`src/rtl/instr_sequencer.sv`:
```
// Multi-cycle control sequencer for the 10-bit instruction path: fetch handshake, IR, PC and datapath strobes.
// Optional INSTR_SEQ_RETIRE_CNT_EN adds the 16-bit RetiredCount output.
module instr_sequencer (
    input  logic        Clock,
    input  logic        ResetN,
    input  logic        Run,
    output logic        InstrReq,
    output logic [7:0]  InstrAddr,
    input  logic        InstrAck,
    input  logic [9:0]  InstrData,
    output logic [9:0]  Instruction,
    input  logic        Zero,
    output logic        AluEn,
    output logic        MemRead,
    output logic        MemWrite,
    input  logic        MemAck,
    output logic        RegWrite,
    output logic [1:0]  WbSel,
    output logic        Halted,
    output logic        Illegal
`ifdef INSTR_SEQ_RETIRE_CNT_EN
    ,
    output logic [15:0] RetiredCount
`endif
);

    typedef enum logic [2:0] {
        S_FETCH,
        S_DECODE,
        S_EXEC,
        S_MEM,
        S_WB,
        S_HALT
    } state_t;

    localparam logic [3:0] OP_LOAD    = 4'h8;
    localparam logic [3:0] OP_STORE   = 4'h9;
    localparam logic [3:0] OP_BEQ     = 4'hA;
    localparam logic [3:0] OP_JUMP    = 4'hB;
    localparam logic [3:0] OP_LI      = 4'hC;
    localparam logic [3:0] OP_NOP     = 4'hD;
    localparam logic [3:0] OP_ILLEGAL = 4'hE;
    localparam logic [3:0] OP_HALT    = 4'hF;

    localparam logic [1:0] WB_ALU = 2'd0;
    localparam logic [1:0] WB_MEM = 2'd1;
    localparam logic [1:0] WB_IMM = 2'd2;

    state_t      state, next_state;
    logic [7:0]  pc, pc_next;
    logic [3:0]  opcode;
    logic [5:0]  imm;
    logic [7:0]  pc_inc;
    logic [7:0]  branch_target;
    logic        ir_load;
    logic        set_illegal;

    logic        instr_req_d;
    logic        alu_en_d;
    logic        mem_read_d;
    logic        mem_write_d;
    logic        reg_write_d;
    logic [1:0]  wb_sel_d;
    logic        halted_d;

    assign opcode        = Instruction[9:6];
    assign imm           = Instruction[5:0];
    assign pc_inc        = pc + 8'd1;
    assign branch_target = pc + {{2{imm[5]}}, imm};
    assign InstrAddr     = pc;

    // NOTE: every variable driven here gets a default first, so no path can leave it unassigned and infer a latch.
    always_comb begin
        next_state  = state;
        pc_next     = pc;
        ir_load     = 1'b0;
        set_illegal = 1'b0;
        unique case (state)
            S_FETCH: begin
                // Only an acknowledged outstanding request moves us on; stray acks are ignored.
                if (InstrReq && InstrAck) begin
                    ir_load    = 1'b1;
                    next_state = S_DECODE;
                end
            end
            S_DECODE: begin
                case (opcode)
                    OP_ILLEGAL: begin
                        set_illegal = 1'b1;
                        next_state  = S_HALT;
                    end
                    OP_HALT: next_state = S_HALT;
                    OP_NOP: begin
                        pc_next    = pc_inc;
                        next_state = S_FETCH;
                    end
                    default: next_state = S_EXEC;
                endcase
            end
            S_EXEC: begin
                case (opcode)
                    OP_LOAD, OP_STORE: next_state = S_MEM;
                    OP_BEQ: begin
                        pc_next    = Zero ? branch_target : pc_inc;
                        next_state = S_FETCH;
                    end
                    OP_JUMP: begin
                        pc_next    = {pc[7:6], imm};
                        next_state = S_FETCH;
                    end
                    default: next_state = S_WB;
                endcase
            end
            S_MEM: begin
                if (MemAck) begin
                    if (opcode == OP_STORE) begin
                        pc_next    = pc_inc;
                        next_state = S_FETCH;
                    end else begin
                        next_state = S_WB;
                    end
                end
            end
            S_WB: begin
                pc_next    = pc_inc;
                next_state = S_FETCH;
            end
            S_HALT: next_state = S_HALT;
            default: next_state = S_FETCH;
        endcase
    end

    // Outputs are decoded from the next state and registered, so they line up with the state they describe.
    always_comb begin
        instr_req_d = (next_state == S_FETCH) && (Run || (state == S_FETCH && InstrReq));
        alu_en_d    = (next_state == S_EXEC);
        mem_read_d  = (next_state == S_MEM) && (opcode == OP_LOAD);
        mem_write_d = (next_state == S_MEM) && (opcode == OP_STORE);
        reg_write_d = (next_state == S_WB);
        halted_d    = (next_state == S_HALT);
        wb_sel_d    = WB_ALU;
        if (next_state == S_EXEC || next_state == S_MEM || next_state == S_WB) begin
            if (opcode == OP_LI)
                wb_sel_d = WB_IMM;
            else if (opcode == OP_LOAD)
                wb_sel_d = WB_MEM;
        end
    end

    // NOTE: state is updated with non-blocking assignments so every flop samples pre-edge values.
    always_ff @(posedge Clock) begin
        if (!ResetN) begin
            state       <= S_FETCH;
            pc          <= 8'd0;
            Instruction <= 10'd0;
            InstrReq    <= 1'b0;
            AluEn       <= 1'b0;
            MemRead     <= 1'b0;
            MemWrite    <= 1'b0;
            RegWrite    <= 1'b0;
            WbSel       <= WB_ALU;
            Halted      <= 1'b0;
            Illegal     <= 1'b0;
        end else begin
            state    <= next_state;
            pc       <= pc_next;
            InstrReq <= instr_req_d;
            AluEn    <= alu_en_d;
            MemRead  <= mem_read_d;
            MemWrite <= mem_write_d;
            RegWrite <= reg_write_d;
            WbSel    <= wb_sel_d;
            Halted   <= halted_d;
            if (ir_load)
                Instruction <= InstrData;
            if (set_illegal)
                Illegal <= 1'b1;
        end
    end

`ifdef INSTR_SEQ_RETIRE_CNT_EN
    // Any return to FETCH from another state retires exactly one instruction.
    always_ff @(posedge Clock) begin
        if (!ResetN)
            RetiredCount <= 16'd0;
        else if (next_state == S_FETCH && state != S_FETCH)
            RetiredCount <= RetiredCount + 16'd1;
    end
`endif

endmodule

```
`config.mk`:
```
export PLATFORM = sky130hd
export DESIGN_NAME = instr_sequencer
export DESIGN_NICKNAME = d
export VERILOG_FILES = /design/src/rtl/instr_sequencer.sv
export SDC_FILE = /design/constraint.sdc
export NUM_CORES = 1
export LEC_CHECK = 0
export BUFFER_PORTS_ARGS = -buffer_cell sky130_fd_sc_hd__buf_2
export CAP_MARGIN = 5
export CORE_ASPECT_RATIO = 0.5
export CORE_MARGIN = 2
export CORE_UTILIZATION = 57
export DETAILED_ROUTE_END_ITERATION = 10
export PLACE_DENSITY = 0.85
export SETUP_SLACK_MARGIN = 0.1
export SYNTH_ARGS = -nofsm -noshare
export SYNTH_HDL_FRONTEND = slang
export SYNTH_SLANG_ARGS = --single-unit
```
`constraint.sdc`:
```
create_clock -name Clock -period 4.8 [get_ports Clock]
set_input_delay 0.24 -clock Clock [delete_from_list [all_inputs] [get_ports Clock]]
set_output_delay 0.24 -clock Clock [all_outputs]
set_load 0.005 [all_outputs]
```
Word level (Yosys, flattened, before mapping)
Cells that the tools add are included.

Word-level logic and storage cells: 76. Flip-flop bits (word level): 30.

Equality and inequality tests: 23. Bitwise operators: 2. Add/subtract/negate cells: 2. Multiplexer cells: 18. Reductions and logical operators: 18.

Operators with widths (number): $eq A4 B4 Y1 const B (8); $mux W8 (4); $pmux W8 S4 (1); $pmux W8 S2 (1); $pmux W3 S5 (1); $eq A3 B2 Y1 const B (4); $eq A3 B3 Y1 const B (4); $pmux W3 S2 (2); $ne A2 B2 Y1 const B (5); $mux W3 (3); $add A8 B1 Y8 const B (1); $add A8 B8 Y8 (1); $logic_not A3 Y1 (2); $reduce_and A6 Y1 (1); $reduce_or A2 Y1 (3); $logic_and A1 B1 Y1 (5); $mux W1 (5); $reduce_and A5 Y1 (1); $reduce_bool A4 Y1 (1); $eq A3 B1 Y1 const B (1); $logic_or A1 B1 Y1 (3); $ne A3 B3 Y1 const B (1); $reduce_or A3 Y1 (1); $mux W2 (1); 2 further kinds (3).

Logic depth before layout (Yosys ltp)
Gate-level depths: netlist of run 1.

Depth in word-level cells: 9. Depth in mapped cells: 9. Gate-level depth less buffers: 9.

Worst setup path after synthesis of run 1
OpenSTA, ideal clock, no wires.

Path type: flip-flop to flip-flop. From: reg pc[0], in the netlist InstrAddr[0]. To: reg pc[6], in the netlist InstrAddr[6]. Setup slack: 2.724 ns. Path buffers: 0. Data arrival time: 1.995 ns. Library setup time: 0.081 ns. Period minus slack after synthesis: 2.076 ns. Stages on the path, launching flop included: 9. Path through: dfxtp_1 ha_1 inv_1 fa_1 nand2b_1 a21oi_1 nor3_1 or4_1 a41oi_1.

Longest elaborated chain between the ends: 4.

RTL lines: start: declaration (RTL line 50) `logic [7:0] pc, pc_next;`; start signal: assignment (RTL line 166) `pc <= pc_next;`; $add A8 B1 Y8 / $add A8 B8 Y8 (equally long branches) (RTL line 68, 69); $mux W8 (on tied branches) (RTL line 104, 116); $pmux W8 S2 / $mux W8 (equally long branches) (RTL line 101, 115); $pmux W8 S4 * (RTL line 78) `unique case (state)`.

Mark *: on every way between the ends. The rest lies on a longest branch, timed or not. The select of a mux whose other input is x is not followed. A chain may end at the register's enable or synchronous reset.

Final worst setup path of run 1
Same ends and word-level chain as after synthesis.

==> impl_results.md, run 1 <==
- Status: finished clean
- Layout fillers: 239
- Initial antenna violation count: 0
- Avg Inst Size Synth: 7.99 um^2
- Grt ovf: 0
- Critical Path RT: 5.00 ns
- IO Port Bufs: 42
- Max Fclk: 418 MHz
- Vias: 1909
- Starting Density: 60.7%
- Rel. slew slack: 62.5%
- Max clock buf depth: 2
- CP Capture Type: flip-flop
- Leading area contributor after synthesis: dfxtp_1
- Core area: 3030 um^2
- Worst skew pair latency: 0.29 ns
- Setup TNS: 0 ns
- Number of setup buffers added after CTS: 0
- Largest net degree at the start of global routing: 18
- # diodes: 0
- Gpl congestion: 0.927
- Root Driver: clkbuf_8
- Detailed Route Iter0 Violations: 148
- Final setup violation count: 0
- RSZ-0062 raised after global routing: false
- Slack of the critical path: 2.41 ns
- Worst Skew: 0.00401 ns
- Fraction of layout cells with a size suffix above 1: 22.8%
- Yosys cell types: 54
- Detailed Routing Iterations Pass 1: 4
- # rows: 14
- Comb pwr share: 8.7%
- Post-synth ARST share: 0%
- Top cells by area in the synthesized netlist: dfxtp_1, a21oi_1, ha_1, nand2_1, nand3_1
- H-tree Lvls: 2
- Min-Delay Path Class: in2reg
- Final core utilization: 72.3%
- Post-place setup slack: 2.50 ns
- Final Non-Filler Cells: 308
- Final Slew Violations: 0
- Final Hold Viols: 0
- Power Density: 295 nW/um^2
- Power Internal: 0.500 mW
- Worst slew pin tran: 0.556 ns
- Worst EP arrival: 2.60 ns
- Max-cap violation count: 0
- DIE HEIGHT: 44.2 um
- First-pass GRT wire length: 7860 um
- WHS Path Cells: 3
- Clk slew on worst S/H paths: 0.07 ns
- Reg2Reg Launch Point: InstrAddr[0]$_SDFFE_PN0P_
- Clock buffer count from CTS: 5
- Seq/Total Area, Yosys: 32.7%
- Clk pwr share: 50.2%
- Post-Syn Nets: 255
- Routed WL: 4820 um
- Syn-to-layout area delta: 19.1%
- Clock period minus worst slack: 2.39 ns
- Sw Pwr: 0.147 mW
- CTS tree: built
- Warnings from Yosys: 0
- Total placed cells including tap cells: 300
- Leakage power: 0.962 nW
- Worst Reg-to-Reg Cells: 8
- #FFs+latches synth: 30
- Avg WL per Cell: 15.7 um
- Tcrit/Tclk final: 49.9%
- Sw Share: 22.6%
- Mapped Cells: 230
- VDD IR max: 0.172 mV
- CP Class: reg2reg
- Share of the synthesized area in the top cell type: 32.7%
- Post-Synthesis Cell Area: 1840 um^2
- Die W: 84.3 um
- # DRC: 0
- Sequential share of power: 41.2%
- Clock sinks: 30
- Hold Startpoint: InstrData[0]
- WHS Endpoint: Instruction[0]$_SDFFE_PN0P_
- Die Footprint: 3720 um^2
- Reg-to-reg slack, setup: 2.41 ns
- Number of global-route vias before repair: 1650
- Number of routed nets with antenna violations: 0
- DR vias/cell: 6.20
- Critical-path maximum fanout: 7
- Startpoint types: flip-flop
- Post-synth EDFFs: 0
- Boundary Pins: 43
- RR Endpoint: InstrAddr[6]$_SDFFE_PN0P_
- Commonest register cell after synthesis: dfxtp_1
- Tot GR Track Use: 27.4%
- PostCTS Resize Cnt: 0
- Nets@finish: 292
- DP HPWL: 3390 um
- CTS Hold Bufs: 0
==> sequential cells by signal, summed over array words and instances, names as in the netlist <==
name / flops
MemRead: 1
Illegal: 1
RegWrite: 1
AluEn: 1
WbSel: 2
MemWrite: 1
InstrReq: 1
InstrAddr: 8
Instruction: 10
Halted: 1
state: 3
==> final cells by class <==
class                           count  area [um^2]  area share [%]
Timing Repair Buffer               43          218            9.94
Clock buffer                        6         82.6            3.77
Tap cell                           40         50.0            2.29
Clock inverter                      2         60.1            2.74
Sequential cell                    30          601            27.4
Inverter                           10         37.5            1.71
Multi-Input combinational cell    177         1140            52.1
==> layer usage <==
| layer | global-route usage (%) | routed length, um | share of wire, % | vias to the layer above |
|---|---|---|---|---|
| met5 | 0 | 0 | 0 | - |
| met1 | 34.5 | 2110 | 44 | 898 |
| met4 | 11.9 | 85 | 1.8 | 0 |
| li1 | - | - | - | 912 |
| met2 | 46.2 | 2290 | 47 | 85 |
| met3 | 6.90 | 336 | 7.0 | 14 |
==> kinds of logic (layout without fill, tap and decap cells) <==
group           Yosys count  in the layout  share of synthesized area (%)
compound gates           65             65                           23.8
xor+xnor                  6              6                           2.86
buf+inv                  23             61                           5.58
flops                    30             30                           32.7
fa+ha+maj                 9              9                           6.54
mux                       1              1                          0.613
simple gates             96             96                           27.9
==> per-stage QoR <==
stage / total power, mW / hold WS, ns / cell area (um^2)
floorplan: 0.304 / 0.387 / 1840
global placement: 0.324 / 0.474 / 2050
detailed placement: 0.326 / 0.494 / 2050
CTS: 0.647 / 0.192 / 2190
global route: 0.666 / 0.204 / 2190
finish: 0.647 / 0.188 / 2190
==> worst max-delay path by stage <==
stage                              start                   endpoint
2_1_floorplan  InstrAddr[0]$_SDFFE_PN0P_  InstrAddr[6]$_SDFFE_PN0P_
5_1_grt        InstrAddr[0]$_SDFFE_PN0P_  InstrAddr[6]$_SDFFE_PN0P_
6_report       InstrAddr[0]$_SDFFE_PN0P_  InstrAddr[6]$_SDFFE_PN0P_
3_5_place_dp   InstrAddr[0]$_SDFFE_PN0P_  InstrAddr[6]$_SDFFE_PN0P_
4_1_cts        InstrAddr[0]$_SDFFE_PN0P_  InstrAddr[6]$_SDFFE_PN0P_
3_3_place_gp   InstrAddr[0]$_SDFFE_PN0P_  InstrAddr[6]$_SDFFE_PN0P_
==> worst max-delay path: stages (launching register included) <==
cell and delay [ns]:
dfxtp_1 0.43, ha_1 0.23, inv_1 0.06, fa_1 0.40, nand2b_1 0.19, a21oi_1 0.27
nor3_1 0.08, or4_1 0.42, a41oi_1 0.23
==> power groups by stage <==
stage / logic, mW / registers (mW) / clock network [mW]
final: 0.0561 / 0.266 / 0.325
after global routing: 0.0628 / 0.267 / 0.336
after CTS: 0.0554 / 0.266 / 0.326
after detailed placement: 0.0547 / 0.271 / 0
after global placement: 0.0535 / 0.271 / 0
after floorplan: 0.0380 / 0.266 / 0
==> layout by cell type, fill, tap and decap left out, types with 2 or more instances in the layout <==
cell type  instances
a211oi_1           2
nand2_1           23
and2_1             3
inv_1              9
nor2_1            20
a21oi_1           23
nand2b_1           4
nand3_1           16
xnor2_1            4
a41oi_1            3
buf_2             42
nor3_1             4
ha_1               8
o22ai_1            3
xor2_1             2
clkbuf_8           6
dfxtp_1           30
o21ai_0            9
o2111ai_1          2
o221ai_1           3
a21o_1             3
and3_1             5
bufinv_16          2
a31oi_1            3
nand2_2            2
nor2b_1            4
o21bai_1           2
o211a_1            4
==> synthesized netlist by cell type, types with 2 or more instances <==
cell type and instances:
nor2_1 20, xor2_1 2, a41oi_1 3, and2_1 3
a31oi_1 3, o21bai_1 2, and3_1 5, nor3_1 4
o221ai_1 3, xnor2_1 4, inv_1 9, clkbuf_2 2
nand3_1 16, a211oi_1 2, nand2_2 2, nand2b_1 4
nor4b_1 2, a21o_1 3, o2111ai_1 2, clkbuf_1 5
o22ai_1 3, a21oi_1 23, nand2_1 23, o21ai_0 9
nor2b_1 4, buf_2 5, o211a_1 4, ha_1 8
dfxtp_1 30
No activity file was read; power rests on OpenSTA's default activity.
==> run 2, diff against run 1 <==
--- a/config.mk
+++ b/config.mk
@@ -5,13 +5,14 @@
 export SDC_FILE = /design/constraint.sdc
 export NUM_CORES = 1
 export LEC_CHECK = 0
+export ABC_AREA = 1
 export BUFFER_PORTS_ARGS = -buffer_cell sky130_fd_sc_hd__buf_2
 export CAP_MARGIN = 5
 export CORE_ASPECT_RATIO = 0.5
 export CORE_MARGIN = 2
-export CORE_UTILIZATION = 57
+export CORE_UTILIZATION = 53
 export DETAILED_ROUTE_END_ITERATION = 10
-export PLACE_DENSITY = 0.85
+export PLACE_DENSITY = 0.8
 export SETUP_SLACK_MARGIN = 0.1
 export SYNTH_ARGS = -nofsm -noshare
 export SYNTH_HDL_FRONTEND = slang
==> constraint.sdc (replaced) <==
create_clock -name Clock -period 2.5 [get_ports Clock]
set_input_delay 0.125 -clock Clock [delete_from_list [all_inputs] [get_ports Clock]]
set_output_delay 0.125 -clock Clock [all_outputs]
set_load 0.005 [all_outputs]
==> run 2 against run 1 <==
Compared with the run above:
- core utilization shrank 7.2 points
- first-iteration DRC count up 4.1%
- final cell count up 18%
- die area rose by 6.5%
- worst hold slack got worse by 0.061 ns
- clock power grew 57%
- sequential share of layout area barely moved
- combinational power grew to 3.3 times the previous value
- total power up 90%
- via count is 1.9% higher
- critical path depth grew 4
- area after synthesis decreased by 0.48%
- critical endpoint is now InstrAddr[4]$_SDFFE_PN0P_
- largest cell class unchanged
- largest power group is now sequential cells
==> impl_results.md, run 2 <==
- Gpl congestion: 0.860 (was 0.927)
- Worst slew pin tran: 0.499 ns (was 0.556 ns)
- Clk slew on worst S/H paths: 0.07 ns (about the same)
- Grt ovf: 0 (unchanged)
- Nets@finish: 346 (was 292)
- Largest net degree at the start of global routing: 22 (was 18)
- Layout fillers: 314 (was 239)
- Seq/Total Area, Yosys: 32.8% (was 32.7%)
- WHS Path Cells: 3 (unchanged)
- Yosys cell types: 32 (was 54)
- Final Hold Viols: 0 (unchanged)
- Critical-path maximum fanout: 8 (was 7)
- CTS tree: built (unchanged)
- DIE HEIGHT: 45.5 um (was 44.2 um)
- Number of global-route vias before repair: 1744 (was 1650)
- Final core utilization: 65.1% (was 72.3%)
- # rows: 15 (was 14)
- PostCTS Resize Cnt: 0 (unchanged)
- Met2 Use GR: 43.8% (was 46.2%)
- Most frequent cells in the layout: nand2_1, buf_2, inv_1 (was buf_2, dfxtp_1, a21oi_1, nand2_1, nor2_1)
- Post-synth EDFFs: 0 (unchanged)
- Vias: 1946 (was 1909)
- Top post-synthesis cells by count: nand2_1, inv_1, nor2_1 (was dfxtp_1, a21oi_1, nand2_1)
- DP HPWL: 3580 um (was 3390 um)
- DR vias/cell: 5.36 (was 6.20)
- Status: finished clean (unchanged)
- Detailed Route Iter0 Violations: 154 (was 148)
- Post-place setup slack: 0.581 ns (was 2.50 ns)
- Avg WL per Cell: 13.4 um (was 15.7 um)
- Area of the multi-input gates: 1040 um^2 (was 1140 um^2)
- Post-Syn Nets: 301 (was 255)
- #FFs+latches synth: 30 (unchanged)
- Fraction of layout cells with a size suffix above 1: 18.1% (was 22.8%)
- Number of setup buffers added after CTS: 0 (unchanged)
- Number of routed nets with antenna violations: 0 (unchanged)
- Startpoint types: flip-flop (unchanged)
- Die Footprint: 3970 um^2 (was 3720 um^2)
- Core area: 3360 um^2 (was 3030 um^2)
- Post-Synthesis Cell Area: 1830 um^2 (was 1840 um^2)
- Worst skew pair latency: 0.28 ns (was 0.29 ns)
- Commonest register cell after synthesis: dfxtp_1 (unchanged)
- Top reg by flops: Instruction (unchanged)
- Max Fclk: 494 MHz (was 418 MHz)
- Min-Delay Path Class: in2reg (unchanged)
- # DRC: 0 (unchanged)
- Commonest non-fill, non-tap cell in the layout: nand2_1 (was buf_2)
- Slack of the critical path: 0.475 ns (was 2.41 ns)
- Max reg flops: 10 (unchanged)
- FF+latch area: 601 um^2 (unchanged)
- Reg2Reg Launch Point: InstrAddr[0]$_SDFFE_PN0P_ (unchanged)
- VDD IR max: 0.414 mV (was 0.172 mV)
- Setup TNS: 0 ns (unchanged)
- Worst EP arrival: 2.23 ns (was 2.60 ns)
- Die W: 87.1 um (was 84.3 um)
- Clock period minus worst slack: 2.03 ns (was 2.39 ns)
- Final setup violation count: 0 (unchanged)
- RSZ-0062 raised after global routing: false (unchanged)
- Reg-to-reg slack, setup: 0.47 ns (was 2.41 ns)
- Power Density: 561 nW/um^2 (was 295 nW/um^2)
- Root Driver: clkbuf_8 (unchanged)
- RR Endpoint: InstrAddr[4]$_SDFFE_PN0P_ (was InstrAddr[6]$_SDFFE_PN0P_)
- Final Slew Violations: 0 (unchanged)
- Most common cell in the netlist: nand2_1 (was dfxtp_1)
- Avg Inst Size Synth: 6.63 um^2 (was 7.99 um^2)
- Starting Density: 54.5% (was 60.7%)
- Top cells by area in the synthesized netlist: dfxtp_1, nand2_1, inv_1, nand3_1, nor2_1 (was dfxtp_1, a21oi_1, ha_1, nand2_1, nand3_1)
- CTS Hold Bufs: 0 (unchanged)
- Routed WL: 4870 um (was 4820 um)
- IO Port Bufs: 42 (unchanged)
- Warnings from Yosys: 0 (unchanged)
- Tot GR Track Use: 25.4% (was 27.4%)
- H-tree Lvls: 2 (unchanged)
- Busiest grt layer: met2 (unchanged)
- Worst Skew: 0.0106 ns (was 0.00401 ns)
- Leading area contributor after synthesis: dfxtp_1 (unchanged)
- Met1 Use GR: 33.4% (was 34.5%)
- Tcrit/Tclk final: 81.0% (was 49.9%)
- Max clock buf depth: 2 (unchanged)
- WHS Endpoint: Instruction[3]$_SDFFE_PN0P_ (was Instruction[0]$_SDFFE_PN0P_)
- Initial antenna violation count: 0 (unchanged)
- Detailed Routing Iterations Pass 1: 7 (was 4)
- First-pass GRT wire length: 7810 um (was 7860 um)
- GR Layer Usage met3: 4.71% (was 6.90%)
- Boundary Pins: 43 (unchanged)
- Worst Reg-to-Reg Cells: 12 (was 8)
- Clock buffer count from CTS: 5 (unchanged)
- CP Capture Type: flip-flop (unchanged)
- Syn-to-layout area delta: 19.5% (was 19.1%)
- Hold Startpoint: InstrData[3] (was InstrData[0])
- Share of the synthesized area in the top cell type: 32.8% (was 32.7%)
- Clock sinks: 30 (unchanged)
- Mapped Cells: 276 (was 230)
- Rel. slew slack: 66.5% (was 62.5%)
- Leakage power: 1.09 nW (was 0.962 nW)
- # diodes: 0 (unchanged)
- Critical Path RT: 2.71 ns (was 5.00 ns)
- CP Class: reg2reg (unchanged)
- Post-synth ARST share: 0% (unchanged)
- Max-cap violation count: 0 (unchanged)
-- run 2: cell types whose count changed in the layout (fill, tap and decap cells not counted), moves of 5 or more --
cell | before | now
and3_1 | 5 | 0
inv_1 | 9 | 40
nand4_1 | 1 | 6
nand3_1 | 16 | 26
nand2_1 | 23 | 52
o21ai_0 | 9 | 17
nor2_1 | 20 | 33
-- run 2: cell families (layout without fill, tap and decap cells) --
logic type      after synthesis  in the layout  synth area share, %
simple gates                135            135                 33.0
compound gates               49             49                 14.6
buf+inv                      47             92                 10.1
flops                        30             30                 32.8
fa+ha+maj                     9              9                 6.57
xor+xnor                      6              6                 2.87
-- run 2: stage by stage --
step	cell area [um^2]	instances	power [mW]	hold slack, ns
global placement	2070	356	0.718	0.401
floorplan	1830	276	0.657	0.318
CTS	2190	363	1.22	0.131
finish	2190	363	1.23	0.128
global route	2190	363	1.27	0.146
detailed placement	2070	356	0.725	0.416
-- run 2: layout make-up --
| type | instances | share of cell area [%] |
|---|---|---|
| well taps | 42 | 2.40 |
| repair buffers | 43 | 9.96 |
| flip-flops and latches | 30 | 27.5 |
| clock buffers | 6 | 3.78 |
| inverters | 42 | 7.21 |
| clock inverters | 1 | 1.37 |
| multi-input cells | 199 | 47.8 |
-- run 2: worst max-delay path: stages (launching register included) --
cell,delay (ns)
dfxtp_1,0.47
ha_1,0.25
inv_1,0.07
fa_1,0.41
inv_1,0.09
nand3_1,0.08
nand2_1,0.08
nand2_1,0.05
nand3_1,0.06
nand2_1,0.06
o211ai_1,0.09
nand2_1,0.09
a21oi_1,0.13
-- run 2: routing by layer --
| metal | up-vias | wire length [um] |
|---|---|---|
| met4 | 0 | 63 |
| met5 | - | 0 |
| li1 | 996 | - |
| met1 | 855 | 2190 |
| met3 | 13 | 386 |
| met2 | 82 | 2230 |
-- run 2: how the worst max path moves through the flow --
stage	startpoint	cells past startpoint	slack (ns)	to
floorplan	InstrAddr[0]$_SDFFE_PN0P_	11	0.77	InstrAddr[4]$_SDFFE_PN0P_
global placement	InstrAddr[0]$_SDFFE_PN0P_	11	0.69	InstrAddr[4]$_SDFFE_PN0P_
detailed placement	InstrAddr[0]$_SDFFE_PN0P_	12	0.58	InstrAddr[4]$_SDFFE_PN0P_
CTS	InstrAddr[0]$_SDFFE_PN0P_	12	0.50	InstrAddr[4]$_SDFFE_PN0P_
global route	InstrAddr[0]$_SDFFE_PN0P_	12	0.32	InstrAddr[4]$_SDFFE_PN0P_
finish	InstrAddr[0]$_SDFFE_PN0P_	12	0.47	InstrAddr[4]$_SDFFE_PN0P_
-- run 2: where the power goes --
group / switching [mW] / internal [mW] / leakage (nW)
Clock: 0.190 / 0.319 / 0.0573
Combinational: 0.110 / 0.0751 / 0.792
Sequential: 0.0314 / 0.502 / 0.244
==> run 3, diff against run 2 <==
==> constraint.sdc (replaced) <==
create_clock -name Clock -period 2 [get_ports Clock]
set_input_delay 0.1 -clock Clock [delete_from_list [all_inputs] [get_ports Clock]]
set_output_delay 0.1 -clock Clock [all_outputs]
set_load 0.005 [all_outputs]
==> run 3 against run 2 <==
Compared with the run above:
- clock power down 9.4%
- maximum frequency grew 15%
- worst hold slack lost 0.035 ns
- clock skew down 0.0045 ns
- total power rose by 11%
- die area is the same
- critical path type unchanged
- sequential power grew 24%
- largest power group unchanged
- critical endpoint is now InstrAddr[3]$_SDFFE_PN0P_
- first-iteration DRC count shrank 18%
==> impl_results.md, run 3 (synthesis gave the netlist of run 2 again) <==
- Status: finished clean (unchanged)
- WHS Path Cells: 3 (unchanged)
- Reg2Reg Launch Point: state[1]$_SDFF_PN0_ (was InstrAddr[0]$_SDFFE_PN0P_)
- Layout fillers: 317 (was 314)
- PostCTS Resize Cnt: 0 (unchanged)
- DP HPWL: 3520 um (was 3580 um)
- Number of routed nets with antenna violations: 0 (unchanged)
- FF+latch area: 602 um^2 (was 601 um^2)
- DR vias/cell: 5.29 (was 5.36)
- Clk slew on worst S/H paths: 0.07 ns (about the same)
- Detailed Route Iter0 Violations: 127 (was 154)
- Area of the multi-input gates: 1050 um^2 (was 1040 um^2)
- Initial antenna violation count: 0 (unchanged)
- CP Class: reg2reg (unchanged)
- Final Slew Violations: 0 (unchanged)
- H-tree Lvls: 2 (unchanged)
- Worst Reg-to-Reg Cells: 8 (was 12)
- Root Driver: clkbuf_8 (unchanged)
- Avg WL per Cell: 12.6 um (was 13.4 um)
- Hold Slack: 0.0923 ns (was 0.128 ns)
- Boundary Pins: 43 (unchanged)
- Clock buffer count from CTS: 5 (unchanged)
- Worst Skew: 0.00609 ns (was 0.0106 ns)
- Core area: 3360 um^2 (unchanged)
- Max clock buf depth: 2 (unchanged)
- Gpl congestion: 0.887 (was 0.860)
- CP cell instances: inv_1, nor3_4, nand2_1, nand2_2, o22ai_1, or2_1, nor2_1, nor2_1 (was ha_1, inv_1, fa_1, inv_1, nand3_1, nand2_1, nand2_1, nand3_1, nand2_1, o211ai_1, nand2_1, a21oi_1)
- Detailed Routing Iterations Pass 1: 5 (was 7)
- Reg-to-reg slack, setup: 0.24 ns (was 0.47 ns)
- Nets@finish: 351 (was 346)
- Max Fclk: 569 MHz (was 494 MHz)
- Tot Pwr: 1.36 mW (was 1.23 mW)
- DIE HEIGHT: 45.5 um (unchanged)
- Tcrit/Tclk final: 87.8% (was 81.0%)
- Clock sinks: 30 (unchanged)
- Most used cell, CP: nor2_1 (was nand2_1)
- CP Launch Point: state[1]$_SDFF_PN0_ (was InstrAddr[0]$_SDFFE_PN0P_)
- Syn-to-layout area delta: 20.0% (was 19.5%)
- Worst skew pair latency: 0.29 ns (was 0.28 ns)
- Largest net degree at the start of global routing: 21 (was 22)
- Highest-delay cell along the critical path: dfxtp_1 (unchanged)
- CTS tree: built (unchanged)
- Most frequent cells in the layout: nand2_1, buf_2, inv_1 (unchanged)
- Die Footprint: 3970 um^2 (unchanged)
- RSZ-0062 raised after global routing: false (unchanged)
- Rel. slew slack: 66.8% (was 66.5%)
- Fraction of layout cells with a size suffix above 1: 20.2% (was 18.1%)
- Final setup violation count: 0 (unchanged)
- Routed WL: 4620 um (was 4870 um)
- Sequential share of power: 48.4% (was 43.5%)
- Comb pwr share: 17.7% (was 15.1%)
- Tot GR Track Use: 23.8% (was 25.4%)
- Clk pwr share: 33.8% (was 41.5%)
- Worst EP arrival: 1.93 ns (was 2.23 ns)
- Clock period minus worst slack: 1.76 ns (was 2.03 ns)
- Number of setup buffers added after CTS: 0 (unchanged)
- Max reg flops: 10 (unchanged)
- Sw Pwr: 0.404 mW (was 0.331 mW)
- Critical Path RT: 2.18 ns (was 2.71 ns)
- Final instance area: 2200 um^2 (was 2190 um^2)
- VDD IR max: 0.644 mV (was 0.414 mV)
- CTS Hold Bufs: 0 (unchanged)
- First-pass GRT wire length: 7200 um (was 7810 um)
- Grt ovf: 0 (unchanged)
- Leakage power: 1.11 nW (was 1.09 nW)
- Power Internal: 0.959 mW (was 0.896 mW)
- IO Port Bufs: 42 (unchanged)
- Die W: 87.1 um (unchanged)
- Critical-path maximum fanout: 10 (was 8)
- Placed cell areas: 2110 um^2 (was 2070 um^2)
- Crit path capture: InstrAddr[3]$_SDFFE_PN0P_ (was InstrAddr[4]$_SDFFE_PN0P_)
- Vias: 1946 (unchanged)
- # diodes: 0 (unchanged)
- # rows: 15 (unchanged)
- RR Endpoint: InstrAddr[3]$_SDFFE_PN0P_ (was InstrAddr[4]$_SDFFE_PN0P_)
- Min-Delay Path Class: in2reg (unchanged)
- Final Hold Viols: 0 (unchanged)
- Starting Density: 54.5% (unchanged)
- Post-place setup slack: 0.217 ns (was 0.581 ns)
- Total placed cells including tap cells: 361 (was 356)
- # DRC: 0 (unchanged)
- Slack of the critical path: 0.244 ns (was 0.475 ns)
- Hold Startpoint: InstrData[3] (unchanged)
- Worst slew pin tran: 0.492 ns (was 0.499 ns)
- Startpoint types: flip-flop (unchanged)
- Setup TNS: 0 ns (unchanged)
- Max-cap violation count: 0 (unchanged)
- Final Non-Filler Cells: 368 (was 363)
- Number of global-route vias before repair: 1627 (was 1744)
- CP peak stage delay: 0.37 ns (was 0.47 ns)
- Commonest non-fill, non-tap cell in the layout: nand2_1 (unchanged)
- Sw Share: 29.6% (was 27.0%)
- Top reg by flops: Instruction (unchanged)
- Final core utilization: 65.4% (was 65.1%)
- Power Density: 621 nW/um^2 (was 561 nW/um^2)
- CP Capture Type: flip-flop (unchanged)
[run 3: how the worst min path moves through the flow]
stage                             endpoint  slack, ns
2_1_floorplan  Instruction[0]$_SDFFE_PN0P_       0.29
3_3_place_gp   Instruction[3]$_SDFFE_PN0P_       0.38
3_5_place_dp   Instruction[9]$_SDFFE_PN0P_       0.39
4_1_cts        Instruction[6]$_SDFFE_PN0P_       0.09
5_1_grt        Instruction[7]$_SDFFE_PN0P_       0.12
6_report       Instruction[3]$_SDFFE_PN0P_       0.09
[run 3: worst max-delay path, delay by kind of cell (launching register included)]
family          cells  cell delay (ns)
compound gates      1             0.07
buf+inv             1             0.10
flops               1             0.37
simple gates        6             1.09
[run 3: layout make-up]
class                           count  area share [%]
Clock buffer                        5            3.13
Clock inverter                      2           0.456
Inverter                           42            7.18
Multi-Input combinational cell    199            47.8
Sequential cell                    30            27.4
Tap cell                           42            2.39
Timing Repair Buffer               48            11.6
[run 3: power groups by stage]
| stage | clock, mW | combinational, mW | sequential (mW) |
|---|---|---|---|
| 2_1_floorplan | 0 | 0.148 | 0.673 |
| 3_3_place_gp | 0 | 0.235 | 0.671 |
| 3_5_place_dp | 0 | 0.238 | 0.672 |
| 4_1_cts | 0.467 | 0.240 | 0.659 |
| 5_1_grt | 0.487 | 0.275 | 0.664 |
| 6_report | 0.461 | 0.242 | 0.660 |
[run 3: metal layers]
metal | global-route usage [%] | up-vias | part of all wire, %
met2 | 37.1 | 62 | 42
met3 | 5.25 | 6 | 6.7
li1 | - | 1003 | -
met4 | 10.9 | 0 | 1.5
met1 | 32.2 | 875 | 49
met5 | 0 | - | 0
